## src/rtl/iter_divider.sv

```systemverilog
// Iterative radix-2 restoring divider, signed/unsigned, WIDTH+2 cycle latency.
// Define ITER_DIVIDER_EARLY_EXIT_EN to skip iteration when |divisor| > |dividend|.
module iter_divider #(
  parameter int WIDTH = 32
) (
  input  logic               clk,
  input  logic               rst,
  input  logic               div_op,
  input  logic               div_signed,
  input  logic               cancel,
  input  logic [WIDTH-1:0]   dividend,
  input  logic [WIDTH-1:0]   divisor,
  output logic [2*WIDTH-1:0] result,
  output logic               done,
  output logic               busy,
  output logic               div_by_zero
);

  typedef enum logic [1:0] {IDLE, CALC, FIX, DONE} state_t;

  localparam int CW = $clog2(WIDTH) + 1;

  state_t         state;
  logic [CW-1:0]  cnt;
  logic [WIDTH-1:0] q, r, d;
  logic           q_neg, r_neg, zero;

  logic [WIDTH-1:0] a_mag, b_mag, q_fix, r_fix;
  logic           a_s, b_s, accept, skip, ge;
  logic [WIDTH:0] rs, diff;

  always_comb begin
    a_s    = div_signed & dividend[WIDTH-1];
    b_s    = div_signed & divisor[WIDTH-1];
    a_mag  = a_s ? -dividend : dividend;
    b_mag  = b_s ? -divisor : divisor;
    accept = (state == IDLE || state == DONE)
             && div_op && !cancel;
`ifdef ITER_DIVIDER_EARLY_EXIT_EN
    skip   = (b_mag != '0) && (b_mag > a_mag);
`else
    skip   = 1'b0;
`endif
    rs     = {r, q[WIDTH-1]};
    ge     = rs >= {1'b0, d};
    diff   = rs - {1'b0, d};
    // zero divisor leaves q all-ones and r = |dividend|
    q_fix  = zero ? '1 : (q_neg ? -q : q);
    r_fix  = r_neg ? -r : r;
  end

  always_ff @(posedge clk) begin
    if (rst) begin
      state       <= IDLE;
      cnt         <= '0;
      q           <= '0;
      r           <= '0;
      d           <= '0;
      q_neg       <= 1'b0;
      r_neg       <= 1'b0;
      zero        <= 1'b0;
      result      <= '0;
      done        <= 1'b0;
      busy        <= 1'b0;
      div_by_zero <= 1'b0;
    end else begin
      done <= 1'b0;
      case (state)
        IDLE, DONE: begin
          if (accept) begin
            q     <= skip ? '0 : a_mag;
            r     <= skip ? a_mag : '0;
            d     <= b_mag;
            q_neg <= a_s ^ b_s;
            r_neg <= a_s;
            zero  <= (divisor == '0);
            cnt   <= '0;
            busy  <= 1'b1;
            state <= skip ? FIX : CALC;
          end else begin
            busy  <= 1'b0;
            state <= IDLE;
          end
        end
        CALC: begin
          if (cancel) begin
            busy  <= 1'b0;
            state <= IDLE;
          end else begin
            q   <= {q[WIDTH-2:0], ge};
            r   <= ge ? diff[WIDTH-1:0] : rs[WIDTH-1:0];
            cnt <= cnt + 1'b1;
            if (cnt == CW'(WIDTH - 1))
              state <= FIX;
          end
        end
        FIX: begin
          busy <= 1'b0;
          if (cancel) begin
            state <= IDLE;
          end else begin
            result      <= {q_fix, r_fix};
            div_by_zero <= zero;
            done        <= 1'b1;
            state       <= DONE;
          end
        end
        default: begin
          busy  <= 1'b0;
          state <= IDLE;
        end
      endcase
    end
  end

endmodule

```

## config.mk

```make
export PLATFORM = sky130hd
export DESIGN_NAME = iter_divider
export DESIGN_NICKNAME = d
export VERILOG_FILES = /design/src/rtl/iter_divider.sv
export SDC_FILE = /design/constraint.sdc
export NUM_CORES = 1
export LEC_CHECK = 0
export BUFFER_PORTS_ARGS = -buffer_cell sky130_fd_sc_hd__buf_2
export CAP_MARGIN = 20
export CORE_MARGIN = 4
export CORE_UTILIZATION = 45
export CTS_CLUSTER_DIAMETER = 120
export DETAILED_ROUTE_END_ITERATION = 8
export HOLD_SLACK_MARGIN = 0.12
export PLACE_DENSITY = 0.6
export SYNTH_ARGS = -nofsm -noshare
export SYNTH_HDL_FRONTEND = slang
export SYNTH_SLANG_ARGS = --single-unit
```

## constraint.sdc

```tcl
create_clock -name clk -period 3.8 [get_ports clk]
set_input_delay 0.76 -clock clk [delete_from_list [all_inputs] [get_ports clk]]
set_output_delay 0.76 -clock clk [all_outputs]
set_load 0.01 [all_outputs]
```

==> results.md <==
* Status: finished, final reports clean
* Max-Cap Viols at 0
* Die X at 163.8 um
* Core area at 23680 um2
* P per Cell Area at between 300 and 400 nW/um2
* Final Cycle Share at between 80% and 90%
* Count leader, synth: nor2_1
* CP max stage cell: a221oi_1
* Leak at 5.126 nW
* Final setup violation count at 0
* Mapped Area at about 11000 um2
* Critical path launch point type: flip-flop
* Combinational Power Share at between 20 and 25%
* Port Buffers at approximately 140
* Met2 GRT Util at roughly 31%
* FILL cells at 2431
* Root Buffer: clkbuf_16
* WP buf/inv at 2
* WP data arrival at 3600 ps
* Top cells by count, synth: 182 x nor2_1, 174 x dfxtp_1, 150 x nand2_1
* Fin nets at 1663
* Final Wtd Congestion at 0.9384
* Total CTS buffers at 17
* Crit. End Element: flip-flop
* Crit path cell chain: inv_1 -> ha_1 -> inv_1 -> fa_1 -> a211oi_1 -> o21bai_1 -> a221oi_1 -> o21ai_1 -> a21o_1 -> a311o_1 -> xor2_1 -> mux2i_1 -> o21ai_0
* Switching Share at 31.07%
* Clock power share at 38.1%
* Met1 usage at between 30 and 40%
* GRT overflow at 0
* Seq/Total Area, Yosys at 31.88%
* Via count at 10450
* TNS Setup at 0 ps
* RSZ-0062 raised after global routing: false
* FF-to-FF path depth at 13
* Antenna violations before repair at 0
* Worst Tran Pin Value at 989.2 ps
* Met3 Resource Use GR at 3.965%
* Mean post-synth cell area at 7.598 um2
* Die Area at 26840 um2
* Primary FF master, synth: dfxtp_1
* Sequential Power Share at 40.0%
* Internal at 0.003386 W
* Post_cts resized at 0
* GRT busiest layer: met1
* Largest net degree at the start of global routing at 89
* Largest buffer count on any clock path at 2
* Largest area contributor in the netlist: dfxtp_1
* FP Rows at 56
* Cell family contributing the most delay on the critical path: compound AO/OA/AOI/OAI gates
* Num ports at 136
* Fin. Hold Viols at 0
* Crit-path max FO at 3
* Total GRT Usage at 23.46%
* Syn nets at 1547
* Die extent in y at 163.8 um
* Placed Instances at 1854
* Synth cell types at 66
* Final cell count without fillers at 1885
* Sw Pwr at 0.001526 W
* Number of synthesized flops with an enable pin at 0
* Peak VDD IR at 0.2813 mV
* Number of cells on the worst hold path at 2
* Cts hold-fix bufs at 0
* Num Clock Sinks at 174
* Synth warn at 0
* H-tree depth at 4
* Drt wl/cell at 16.79 um
* 1st-iter DRT viols at approximately 750
* Post-DP HPWL at 24180 um
* Ant. Diodes at 0
* Share of cells above drive strength 1 at 15.71%
* Vias in the first global route at 9339
* Most frequent CP cell: inv_1
* 1st-pass router iterations at 5
* Setup Skew at 10.96 ps
* CP peak stage delay at 510 ps
* DR DRC count at 0
* Slew Limit Fails at 0
* Synthesized flop and latch total at 174
* Initial Util at 46.13%
* Top post-synthesis cells by area: dfxtp_1 32%, xor2_1 6.7%, nor2_1 6.3%, nand2_1 5.2%, a211oi_1 5.0%
* Insertion delay to the later sink of the worst-skew pair at 440 ps
* Ys async rst share at 0%
* CTS tree: yes
* Slew margin rel. at between 30% and 40%
* Stages on worst setup path at 13
* Mapped Cells at 1438
* Fmax at 303.6 MHz
* Worst-path clk slew at 70 ps
* DRT Wirelength at around 32000 um
* Reg2reg setup slack at 510 ps
* Crit path kind: flip-flop to flip-flop
* Worst hold path type: flip-flop to flip-flop
* Synth top area share at 31.88%
* Setup bufs post-CTS at 0
* Fin crit period at 3294 ps
* First-pass GRT wire length at 50760 um
* Via density at 5.545
* Critical path required time at approximately 4100 ps
* Antenna Nets Post-Route at 0
* Synthesis-to-finish area growth at 16.03%
==> cells in the final DEF, fill, tap and decap left out, types with 4 or more instances in the layout <==
cell type and n:
nor2_1 179, dfxtp_1 174, nand2_1 150, buf_2 134
o21ai_0 107, a21oi_1 104, xor2_1 84, a211oi_1 73
inv_1 59, xnor2_1 53, buf_4 50, nor3_1 49
ha_1 39, nand3_1 22, o31ai_1 21, mux2i_1 20
or3_1 17, clkbuf_16 17, a21o_1 16, o41ai_1 14
a31oi_1 13, and3_1 13, nand4_1 12, or4_1 12
nor4_1 11, o211ai_1 11, a221oi_1 9, nand2b_1 8
or2_2 7, o21bai_1 7, a311oi_1 6, nor2b_1 4
o21a_1 4, nor3b_1 4, and2_1 4, inv_6 4
==> cell families after synthesis <==
| logic type | synth area share [%] |
|---|---|
| and+or+nand+nor | 21.68 |
| AOI/OAI and AO/OA | 23.83 |
| DFF | 31.88 |
| buffers and inverters | 5.039 |
| xor gates and xnor gates | 10.98 |
| adders and majority gates | 4.650 |
| muxes | 1.935 |
==> metrics by stage <==
step	cell area (um2)	util, %	hold WS, ps	total power, W	worst slack (ps)
finish	12680	53.53	446.2	0.004912	505.7
global route	12680	53.53	466.5	0.005141	170.7
CTS	12680	53.53	450.0	0.004924	521.0
detailed placement	12070	50.95	442.3	0.003066	254.5
global placement	12070	50.95	437.0	0.003056	285.5
floorplan	10930	-	431.9	0.002735	529.6
==> metal layers <==
metal	up-vias	share of wire, %
met5	-	0
li1	5339	-
met4	0	0.68
met2	303	38
met3	13	7.1
met1	4798	54
==> layout make-up <==
class	count	area, um2	share of cell area, %
inverters	59	221.5	1.747
repair buffers	184	1046	8.251
flip-flops and latches	174	3483	27.48
well taps	319	399.1	3.148
multi-input cells	1118	6915	54.55
clock inverters	11	155.1	1.224
clock buffers	20	456.7	3.602
==> power groups by stage <==
stage | clock [W] | sequential [W] | combinational (W)
after floorplan | 0 | 0.00198 | 0.000759
after global placement | 0 | 0.00200 | 0.00105
after detailed placement | 0 | 0.00201 | 0.00106
after CTS | 0.00189 | 0.00196 | 0.00107
after global routing | 0.00197 | 0.00197 | 0.00120
final | 0.00187 | 0.00197 | 0.00107
==> worst reg2reg max path: cells and delay by family (launching register included) <==
family	cells	cell delay, ps
compound gates	7	1830
fa+ha+maj	2	590
flops	1	320
xor+xnor	1	150
buf+inv	2	140
mux	1	120
==> registers in the layout (all words and copies together) (netlist names), 2 cells and up <==
signal	cells
r	32
state	2
cnt	6
d	32
result	64
q	32
==> worst paths after layout <==
path,from,end
worst max-delay path,q[31],r[26]
worst min-delay path,result[27],result[27]
worst max register to register,q[31],r[26]
worst min register to register,result[27],result[27]
No activity file was read; power rests on OpenSTA's default activity.
